--- config.mk ---
export PLATFORM = sky130hd
export DESIGN_NAME = sal_cmd_scheduler
export DESIGN_NICKNAME = d
export VERILOG_FILES = /design/src/rtl/sal_cmd_scheduler.sv
export SDC_FILE = /design/constraint.sdc
export NUM_CORES = 1
export LEC_CHECK = 0
export CAP_MARGIN = 20
export CELL_PAD_IN_SITES_DETAIL_PLACEMENT = 0
export CELL_PAD_IN_SITES_GLOBAL_PLACEMENT = 2
export CORE_MARGIN = 4
export CORE_UTILIZATION = 20
export DETAILED_ROUTE_END_ITERATION = 16
export PLACE_DENSITY_LB_ADDON = 0.1
export RECOVER_POWER = 100
export SYNTH_ARGS = -nofsm -noshare
export SYNTH_HDL_FRONTEND = slang
export SYNTH_SLANG_ARGS = --single-unit
--- constraint.sdc ---
create_clock -name clk -period 5 [get_ports clk]
set_input_delay 1 -clock clk [delete_from_list [all_inputs] [get_ports clk]]
set_output_delay 1 -clock clk [all_outputs]
set_load 0.1 [all_outputs]
--- src/rtl/sal_cmd_scheduler.sv ---
// sal_cmd_scheduler
//   Channel-level DDR2 command scheduler. Collects ACT/RD/WR/PRE/REF requests
//   from NUM_BANKS bank controllers and grants at most one per cycle.
//   Class priority is REF > CAS (RD/WR) > ACT > PRE. Within a class, banks are
//   served round-robin from rr_ptr. Inter-bank timing (tRRD, tCCD, tWTR, tRTW)
//   is enforced by three down-counters. The winning command and its payload
//   are registered for the DRAM command/address driver.
//
// Ports
//   clk, rst                        clock, synchronous active-high reset
//   act/rd/wr/pre/ref_req_i [N]     per-bank requests
//   ra_i/ca_i/id_i/len_i/seq_num_i  per-bank payload, bank b at [b*W +: W]
//   trrd_i/tccd_i/twtr_i/trtw_i     timing in cycles (quasi-static)
//   act/rd/wr/pre/ref_gnt_o [N]     per-bank grants (combinational, one-hot overall)
//   cmd_valid_o, cmd_o, cmd_bank_o  registered command (0 NOP,1 ACT,2 RD,3 WR,4 PRE,5 REF)
//   cmd_ra/ca/id/len/seq_o          registered payload of the granted bank
module sal_cmd_scheduler #(
  parameter int NUM_BANKS = 4,
  parameter int RA_W      = 14,
  parameter int CA_W      = 10,
  parameter int ID_W      = 4,
  parameter int LEN_W     = 4,
  parameter int SEQ_W     = 8,
  parameter int CNT_W     = 4
) (
  input  logic                          clk,
  input  logic                          rst,
  input  logic [NUM_BANKS-1:0]          act_req_i,
  input  logic [NUM_BANKS-1:0]          rd_req_i,
  input  logic [NUM_BANKS-1:0]          wr_req_i,
  input  logic [NUM_BANKS-1:0]          pre_req_i,
  input  logic [NUM_BANKS-1:0]          ref_req_i,
  input  logic [NUM_BANKS*RA_W-1:0]     ra_i,
  input  logic [NUM_BANKS*CA_W-1:0]     ca_i,
  input  logic [NUM_BANKS*ID_W-1:0]     id_i,
  input  logic [NUM_BANKS*LEN_W-1:0]    len_i,
  input  logic [NUM_BANKS*SEQ_W-1:0]    seq_num_i,
  input  logic [CNT_W-1:0]              trrd_i,
  input  logic [CNT_W-1:0]              tccd_i,
  input  logic [CNT_W-1:0]              twtr_i,
  input  logic [CNT_W-1:0]              trtw_i,
  output logic [NUM_BANKS-1:0]          act_gnt_o,
  output logic [NUM_BANKS-1:0]          rd_gnt_o,
  output logic [NUM_BANKS-1:0]          wr_gnt_o,
  output logic [NUM_BANKS-1:0]          pre_gnt_o,
  output logic [NUM_BANKS-1:0]          ref_gnt_o,
  output logic                          cmd_valid_o,
  output logic [2:0]                    cmd_o,
  output logic [$clog2(NUM_BANKS)-1:0]  cmd_bank_o,
  output logic [RA_W-1:0]               cmd_ra_o,
  output logic [CA_W-1:0]               cmd_ca_o,
  output logic [ID_W-1:0]               cmd_id_o,
  output logic [LEN_W-1:0]              cmd_len_o,
  output logic [SEQ_W-1:0]              cmd_seq_o
);

  localparam int BANK_W = $clog2(NUM_BANKS);

  typedef enum logic [2:0] {
    CMD_NOP = 3'd0,
    CMD_ACT = 3'd1,
    CMD_RD  = 3'd2,
    CMD_WR  = 3'd3,
    CMD_PRE = 3'd4,
    CMD_REF = 3'd5
  } cmd_e;

  // Round-robin pick: returns {hit, bank}. Scanning offsets from high to low
  // leaves the smallest offset from ptr as the final assignment. Bank index
  // arithmetic wraps naturally because NUM_BANKS is a power of two.
  function automatic logic [BANK_W:0] rr_pick(input logic [NUM_BANKS-1:0] req,
                                               input logic [BANK_W-1:0]    ptr);
    logic [BANK_W:0]   res;
    logic [BANK_W-1:0] idx;
    res = '0;
    for (int unsigned i = NUM_BANKS; i > 0; i--) begin
      idx = ptr + BANK_W'(i - 1);
      if (req[idx]) res = {1'b1, idx};
    end
    return res;
  endfunction

  function automatic logic [CNT_W-1:0] dec_sat(input logic [CNT_W-1:0] v);
    return (v == '0) ? '0 : v - 1'b1;
  endfunction

  function automatic logic [CNT_W-1:0] umax(input logic [CNT_W-1:0] a,
                                            input logic [CNT_W-1:0] b);
    return (a > b) ? a : b;
  endfunction

  logic [CNT_W-1:0]  cnt_act, cnt_rd, cnt_wr;
  logic [CNT_W-1:0]  cnt_act_nxt, cnt_rd_nxt, cnt_wr_nxt;
  logic [BANK_W-1:0] rr_ptr;

  logic [NUM_BANKS-1:0] rd_elig, wr_elig, cas_elig, act_elig;
  logic [BANK_W:0]      ref_pick, cas_pick, act_pick, pre_pick;

  logic              gnt_any;
  cmd_e              gnt_cmd;
  logic [BANK_W-1:0] gnt_bank;

  logic [RA_W-1:0]  sel_ra;
  logic [CA_W-1:0]  sel_ca;
  logic [ID_W-1:0]  sel_id;
  logic [LEN_W-1:0] sel_len;
  logic [SEQ_W-1:0] sel_seq;

  cmd_e cmd_q;

  assign rd_elig  = rd_req_i  & {NUM_BANKS{cnt_rd  == '0}};
  assign wr_elig  = wr_req_i  & {NUM_BANKS{cnt_wr  == '0}};
  assign act_elig = act_req_i & {NUM_BANKS{cnt_act == '0}};
  // A bank whose RD is timing-blocked may still offer an eligible WR.
  assign cas_elig = rd_elig | wr_elig;

  assign ref_pick = rr_pick(ref_req_i, rr_ptr);
  assign cas_pick = rr_pick(cas_elig,  rr_ptr);
  assign act_pick = rr_pick(act_elig,  rr_ptr);
  assign pre_pick = rr_pick(pre_req_i, rr_ptr);

  // Grant arbitration
  always_comb begin
    act_gnt_o = '0;
    rd_gnt_o  = '0;
    wr_gnt_o  = '0;
    pre_gnt_o = '0;
    ref_gnt_o = '0;
    gnt_any   = 1'b0;
    gnt_cmd   = CMD_NOP;
    gnt_bank  = '0;
    if (!rst) begin
      if (ref_pick[BANK_W]) begin
        gnt_any  = 1'b1;
        gnt_cmd  = CMD_REF;
        gnt_bank = ref_pick[BANK_W-1:0];
        ref_gnt_o[gnt_bank] = 1'b1;
      end else if (cas_pick[BANK_W]) begin
        gnt_any  = 1'b1;
        gnt_bank = cas_pick[BANK_W-1:0];
        if (rd_elig[gnt_bank]) begin
          gnt_cmd = CMD_RD;
          rd_gnt_o[gnt_bank] = 1'b1;
        end else begin
          gnt_cmd = CMD_WR;
          wr_gnt_o[gnt_bank] = 1'b1;
        end
      end else if (act_pick[BANK_W]) begin
        gnt_any  = 1'b1;
        gnt_cmd  = CMD_ACT;
        gnt_bank = act_pick[BANK_W-1:0];
        act_gnt_o[gnt_bank] = 1'b1;
      end else if (pre_pick[BANK_W]) begin
        gnt_any  = 1'b1;
        gnt_cmd  = CMD_PRE;
        gnt_bank = pre_pick[BANK_W-1:0];
        pre_gnt_o[gnt_bank] = 1'b1;
      end
    end
  end

  // Timing counters: decrement with saturation; a grant loads v-1 but never
  // shortens a counter that is already further out.
  always_comb begin
    cnt_act_nxt = dec_sat(cnt_act);
    cnt_rd_nxt  = dec_sat(cnt_rd);
    cnt_wr_nxt  = dec_sat(cnt_wr);
    case (gnt_cmd)
      CMD_ACT: cnt_act_nxt = umax(dec_sat(trrd_i), cnt_act_nxt);
      CMD_RD: begin
        cnt_rd_nxt = umax(dec_sat(tccd_i), cnt_rd_nxt);
        cnt_wr_nxt = umax(dec_sat(umax(tccd_i, trtw_i)), cnt_wr_nxt);
      end
      CMD_WR: begin
        cnt_wr_nxt = umax(dec_sat(tccd_i), cnt_wr_nxt);
        cnt_rd_nxt = umax(dec_sat(umax(tccd_i, twtr_i)), cnt_rd_nxt);
      end
      default: ;
    endcase
  end

  // Payload mux for the granted bank
  always_comb begin
    sel_ra  = '0;
    sel_ca  = '0;
    sel_id  = '0;
    sel_len = '0;
    sel_seq = '0;
    for (int unsigned b = 0; b < NUM_BANKS; b++) begin
      if (gnt_bank == BANK_W'(b)) begin
        sel_ra  = ra_i[b*RA_W +: RA_W];
        sel_ca  = ca_i[b*CA_W +: CA_W];
        sel_id  = id_i[b*ID_W +: ID_W];
        sel_len = len_i[b*LEN_W +: LEN_W];
        sel_seq = seq_num_i[b*SEQ_W +: SEQ_W];
      end
    end
  end

  always_ff @(posedge clk) begin
    if (rst) begin
      cnt_act     <= '0;
      cnt_rd      <= '0;
      cnt_wr      <= '0;
      rr_ptr      <= '0;
      cmd_valid_o <= 1'b0;
      cmd_q       <= CMD_NOP;
      cmd_bank_o  <= '0;
      cmd_ra_o    <= '0;
      cmd_ca_o    <= '0;
      cmd_id_o    <= '0;
      cmd_len_o   <= '0;
      cmd_seq_o   <= '0;
    end else begin
      cnt_act     <= cnt_act_nxt;
      cnt_rd      <= cnt_rd_nxt;
      cnt_wr      <= cnt_wr_nxt;
      cmd_valid_o <= gnt_any;
      cmd_q       <= gnt_cmd;
      if (gnt_any) begin
        rr_ptr     <= gnt_bank + 1'b1;
        cmd_bank_o <= gnt_bank;
        cmd_ra_o   <= sel_ra;
        cmd_ca_o   <= sel_ca;
        cmd_id_o   <= sel_id;
        cmd_len_o  <= sel_len;
        cmd_seq_o  <= sel_seq;
      end else begin
        cmd_bank_o <= '0;
        cmd_ra_o   <= '0;
        cmd_ca_o   <= '0;
        cmd_id_o   <= '0;
        cmd_len_o  <= '0;
        cmd_seq_o  <= '0;
      end
    end
  end

  assign cmd_o = cmd_q;

endmodule

==> qor.csv, run 1 <==
stage,metric,value,unit
sta,final-max-slew-violation-count,24,
setup_path,cp-end-kind,output port,
power_and_ir_drop,power_density,409,nW/um^2
logic_synthesis,syn-num-nets,945,
sta,period_minus_slack,4.73,ns
logic_synthesis,yosysTopAreaCell,dfxtp_1,
setup_path,critPathLaunchType,input port,
cts,cts.sinks,60,
sta,finalCritPeriodShare,94.7,%
routing,detail-route-antenna-nets,0,
sta,tightest_slew,1.62,ns
cts,htree_levels,3,
sta,hold_violations,0,
logic_synthesis,yosysWarnings,0,
floorplanning,core_area,24400,sq um
min_path,hold_class,register to register,
grt,grt_pass1_wl,33200,um
setup_path,required,4.00,ns
sta,relSlewSlack,-8.29,%
place,gp_congestion,0.825,
floorplanning,rows,57,
sta,fmax,0.211,GHz
sta,setup_viol,0,
sta,rsz0062_at_grt,no,
cts,ctsLongestPathBuffers,2,
cts,holdBufCountCts,0,
logic_synthesis,synth.distinct_cells,62,
status,violations,"max-capacitance violations, max-slew violations",
cells_and_area,n_fill_cell,2739,
grt,track_usage,15.9,%
cells_and_area,layout-drive-gt1-share,8.48,%
cts,cts_tree,yes,
floorplanning,fp.dieW,165,um
cts,insertion_delay,0.34,ns
floorplanning,io_pins,264,
sta,whs,0.548,ns
logic_synthesis,synth-seq-cells,60,
floorplanning,die-area,27400,sq um
setup_path,max_stage_delay,0.62,ns
grt,antenna_found_initial,1,
grt,grt_pass1_vias,5809,
place,place_hpwl,18700,um
setup_path,crit_path_frequent_cell,nand2_1,
setup_path,crit_fanout,6,
routing,drtIter0Drc,200,
logic_synthesis,synth_area_leaders,"dfxtp_1 (24%), nor2_1 (13%), a21oi_1 (12%)",
cells_and_area,area_growth,67.4,%
run,max-cap-violations,1,
routing,vias,5878,
setup_path,cp.buffers_inverters,3,
power_and_ir_drop,power.total,3.39,mW
logic_synthesis,syn_avg_cell_area,6.99,sq um
setup_path,critical_path_class,input port to output port,
status,status,"complete, but fails checks",
logic_synthesis,async_flop_share,0,%
place,io_buffers,263,
logic_synthesis,synthTopCellsByCount,"nor2_1 (167), a21oi_1 (119), dfxtp_1 (60)",
logic_synthesis,ys.flop_type,dfxtp_1,
setup_path,crit_arrival,3.73,ns
logic_synthesis,synth_edf_count,0,
routing,wl_per_cell,17.2,um
cts,post_cts_resized,0,
routing,drc,0,
logic_synthesis,syn-cell-area,4960,sq um
logic_synthesis,ys_seq_area_share,24.2,%
floorplanning,start_util,20.3,%
routing,drt-pass1-iter-count,5,
cells_and_area,antennaDiodeCount,0,
routing,via_per_inst,4.51,
setup_path,slowest_stage,dlygate4sd3_1,
routing,wirelength,22400,um
sta,fin_tns_setup,0,ns
logic_synthesis,syn_inst,710,
sta,fin_worst_skew,0.0111,ns
cells_and_area,stdcell_area,8300,sq um
cts,clk_pin_slew_worst_paths,0.07,ns
grt,overflow,0,
cells_and_area,utilization,34.0,%
cts,cts_setup_buffers,0,
floorplanning,die_y,165,um
setup_path,path_cells,dlygate4sd3_1 -> nor4_2 -> clkbuf_1 -> nand2_1 -> nor3_1 -> nand2_1 -> nor2b_1 -> buf_2,
setup_path,critPathTopFamily,simple AND/OR/NAND/NOR gates,
logic_synthesis,yosysTopAreaCellShare,24.2,%
logic_synthesis,yosysMostFrequentCell,nor2_1,
cts,root_buffer,clkbuf_16,
place,placed_area,8240,sq um
power_and_ir_drop,leakagePower,3.48,nW
cells_and_area,nets,1209,
grt,grt_max_degree,49,
cts,cts_buffers,9,
power_and_ir_drop,ir_worst_vdd,0.000159,V
==> through the flow <==
stage          setup WS (ns)  instances
2_1_floorplan          0.266        710
3_3_place_gp           0.202       1287
3_5_place_dp           0.155       1287
4_1_cts                0.415       1303
5_1_grt               0.0656       1303
6_report               0.265       1303
==> cell usage in the layout (no fill, tap or decap), types with 7 or more instances in the layout <==
cell type	count
a21oi_1	119
a22oi_1	39
buf_2	7
buf_4	23
clkbuf_16	9
clkbuf_2	11
clkdlybuf4s50_1	194
dfxtp_1	60
dlygate4sd3_1	49
ha_1	35
inv_1	35
mux2i_1	16
nand2_1	25
nand2b_1	9
nand4_1	7
nor2_1	167
nor2b_1	13
nor3_1	18
o21a_1	12
o21ai_0	23
o31ai_1	7
==> registers in the layout (all words and copies together) (netlist names) <==
name	cells
cmd_id_o	4
cmd_seq_o	8
cmd_ca_o	10
cnt_act	4
cnt_wr	4
cnt_rd	4
cmd_len_o	4
cmd_o	3
cmd_bank_o	2
cmd_ra_o	14
rr_ptr	2
cmd_valid_o	1
==> report_power, final <==
part / total (mW) / switching (mW) / internal [mW]
clock: 0.692 / 0.253 / 0.439
combinational: 2.10 / 1.30 / 0.801
sequential: 0.603 / 0.0469 / 0.556
==> cells by family after synthesis <==
kind of cell / after synthesis / share of synthesized area, %
AO/OA/AOI/OAI: 238 / 29.4
adder cells (fa/ha/maj): 37 / 9.33
flip-flops: 60 / 24.2
buffers and inverters: 73 / 5.60
multiplexers: 21 / 4.44
XOR/XNOR: 2 / 0.353
AND/OR/NAND/NOR: 279 / 26.7
==> per-layer routing <==
layer / GRT usage (%) / vias to the layer above / part of all wire, %
met5: 0 / - / 0.031
met4: 3.07 / 2 / 1.1
met3: 5.86 / 17 / 7.5
met2: 27.8 / 157 / 51
met1: 18.6 / 2632 / 40
li1: - / 3070 / -
==> final timing paths <==
path / from / to / slack [ns] / cells past startpoint
setup / recovery: ref_req_i[1] / act_gnt_o[0] / 0.27 / 8
hold / removal: cnt_act[3] / cnt_act[3] / 0.55 / 2
setup reg to reg: cnt_rd[0] / cmd_len_o[2] / 0.70 / 19
hold reg to reg: cnt_act[3] / cnt_act[3] / 0.55 / 2
==> worst register-to-register path: stages (launching register included) <==
cell     delay [ns]
dfxtp_1        0.30
inv_1          0.09
ha_1           0.29
nor3b_2        0.44
nor3_1         0.12
nor3_2         0.23
a21oi_1        0.12
o21ai_0        0.35
o21ai_0        0.19
nand2_1        0.13
a21o_1         0.15
ha_1           0.17
nor2b_2        0.69
buf_4          0.40
a22oi_1        0.12
nor2_1         0.15
a21oi_1        0.06
nor2_1         0.10
a21oi_1        0.05
nor2_1         0.09
==> cell type report <==
cell class / instances / area, sq um / area share [%]
repair buffers: 291 / 2740 / 33.0
well taps: 324 / 405 / 4.88
inverters: 35 / 131 / 1.58
flip-flops and latches: 60 / 1200 / 14.5
clock buffers: 9 / 225 / 2.71
clock inverters: 7 / 100 / 1.21
multi-input cells: 577 / 3500 / 42.2
(Power assumes the default switching activity.)
==> inputs of run 2 (changes only) <==
PLACE_DENSITY = 0.88   (was not set)
PLACE_DENSITY_LB_ADDON = not set   (was 0.1)
==> run 2 against run 1 <==
The run now ends clean. Total power shrank 3.5%. Sequential share of layout area is essentially flat. Sequential power grew 0.7%. Routed wire length shrank 5.9%. Largest cell class unchanged.
==> qor.csv, run 2 (synthesis results as in run 1) <==
stage,metric,value,unit,change
grt,grt_max_degree,81,,+65%
sta,fmax,0.212,GHz,+0.60%
sta,setup_viol,0,,unchanged
min_path,holdPathStages,2,,unchanged
cts,post_cts_resized,0,,unchanged
power_and_ir_drop,power_density,395,nW/um^2,-3.3%
place,gp_congestion,0.840,,+1.9%
place,place_hpwl,16800,um,-9.9%
cells_and_area,layout-drive-gt1-share,7.17,%,-1.3 points
routing,detail-route-antenna-nets,0,,unchanged
sta,rsz0062_at_grt,no,,
run,max-cap-violations,0,,-1
cells_and_area,largest_register_ffs,14,,unchanged
floorplanning,fp.dieW,165,um,unchanged
cts,cts_tree,yes,,
min_path,worstHoldStart,cnt_act[3],,
cts,clk_pin_slew_worst_paths,0.05,ns,-0.02 ns
status,status,finished clean,,
min_path,whs_endpoint,cnt_act[3],,
min_path,hold_class,register to register,,
routing,drt-pass1-iter-count,4,,-1
floorplanning,die_y,165,um,unchanged
cells_and_area,reg_top3,"cmd_ra_o: 14 flops, cmd_ca_o: 10 flops, cmd_seq_o: 8 flops",,
sta,period_minus_slack,4.71,ns,-0.0282 ns
cells_and_area,final_cell_mix,"clkdlybuf4s50_1 (192), nor2_1 (167), a21oi_1 (119), dfxtp_1 (60), dlygate4sd3_1 (51)",,
floorplanning,io_pins,264,,unchanged
floorplanning,core_area,24400,sq um,unchanged
place,io_buffers,263,,unchanged
setup_path,crit_arrival,3.71,ns,-0.02 ns
sta,tightest_slew,1.17,ns,-0.453 ns
cells_and_area,area_growth,67.0,%,
routing,vias,5914,,+0.61%
cts,htree_levels,3,,unchanged
floorplanning,die-area,27400,sq um,unchanged
setup_path,rrSetupSlack,1.00,ns,+0.30 ns
grt,grt_pass1_vias,5681,,-2.2%
setup_path,required,4.00,ns,about the same
cells_and_area,layout_commonest_cell,clkdlybuf4s50_1,,
cts,holdBufCountCts,0,,unchanged
floorplanning,start_util,20.3,%,unchanged
sta,hold_violations,0,,unchanged
cts,insertion_delay,0.33,ns,about the same
setup_path,crit_fanout,16,,+10
sta,whs,0.546,ns,-0.00252 ns
power_and_ir_drop,ir_worst_vdd,0.000198,V,+24%
cts,cts.sinks,60,,unchanged
cts,ctsLongestPathBuffers,2,,unchanged
sta,final-max-slew-violation-count,0,,-100%
routing,drc,0,,unchanged
floorplanning,rows,57,,unchanged
power_and_ir_drop,leakagePower,3.44,nW,-1.1%
setup_path,r2r_end,cmd_ra_o[3],,
sta,fin_tns_setup,0,ns,unchanged
routing,drtIter0Drc,200,,unchanged
routing,wl_per_cell,16.4,um,-4.8%
setup_path,critPathLaunchType,input port,,
cells_and_area,n_fill_cell,2670,,-2.5%
sta,finalCritPeriodShare,94.1,%,-0.56 points
setup_path,r2r-start,cnt_wr[0],,
grt,grt_pass1_wl,31400,um,-5.5%
grt,overflow,0,,unchanged
cells_and_area,largest-register,cmd_ra_o,,
setup_path,critical_path_class,input port to output port,,
cts,root_buffer,clkbuf_16,,
setup_path,r2r_cells,18,,-1
setup_path,cp-end-kind,output port,,
routing,via_per_inst,4.60,,+1.9%
cells_and_area,nets,1194,,-1.2%
grt,antenna_found_initial,1,,unchanged
cts,cts_buffers,9,,unchanged
cells_and_area,antennaDiodeCount,0,,unchanged
cts,cts_setup_buffers,0,,unchanged
routing,wirelength,21100,um,-5.9%
sta,fin_worst_skew,0.00820,ns,-0.00294 ns
grt,track_usage,14.8,%,-1.1 points
sta,relSlewSlack,22.3,%,+31 points
## run 2: final cells by class
type / count / area (sq um) / area share (%)
multi-input combinational: 577 / 3510 / 42.4
inverter: 35 / 131 / 1.59
timing repair buffer: 276 / 2750 / 33.2
sequential: 60 / 1200 / 14.5
tap: 324 / 405 / 4.90
clock buffer: 14 / 284 / 3.43
clock inverter: 1 / 5.00 / 0.0604
## run 2: power by group
group / switching (mW) / leakage [nW] / total, mW / internal, mW
Combinational: 1.27 / 2.80 / 2.04 / 0.771
Sequential: 0.0509 / 0.495 / 0.607 / 0.556
Clock: 0.234 / 0.145 / 0.621 / 0.387
## run 2: critical path: stages
cell	delay [ns]
dlygate4sd3_1	0.65
nand4bb_1	0.20
a41oi_1	0.25
nor4b_1	0.27
a21o_1	0.29
o31a_4	0.34
nand2_1	0.21
nor2_1	0.14
clkbuf_4	0.34
## run 2: worst max-delay path by stage
stage	start	endpoint	slack, ns	cells past startpoint
floorplan	wr_req_i[2]	wr_gnt_o[0]	0.27	8
global placement	act_req_i[1]	cmd_ra_o[3]	0.24	14
detailed placement	rd_req_i[2]	cmd_ra_o[3]	0.21	16
CTS	rd_req_i[2]	rd_gnt_o[3]	0.43	10
global route	rd_req_i[3]	wr_gnt_o[0]	0.14	10
finish	rd_req_i[3]	rd_gnt_o[0]	0.29	9
## run 2: metrics by stage
step	utilization (%)	instances	cell area [sq um]	worst slack, ns	total power [mW]
6_report	33.9	1287	8280	0.293	3.27
5_1_grt	33.9	1287	8280	0.138	3.53
4_1_cts	34.5	1287	8410	0.431	3.34
3_5_place_dp	33.3	1272	8120	0.207	2.70
3_3_place_gp	33.3	1272	8120	0.243	2.69
2_1_floorplan	-	710	4980	0.266	2.12
## run 2: per-layer routing
metal | up-vias | share of wire, % | global-route usage [%]
met5 | - | 0.047 | 0
met4 | 2 | 1.8 | 3.64
met3 | 22 | 7.2 | 4.19
met2 | 189 | 49 | 25.2
met1 | 2665 | 42 | 18.4
li1 | 3036 | - | -
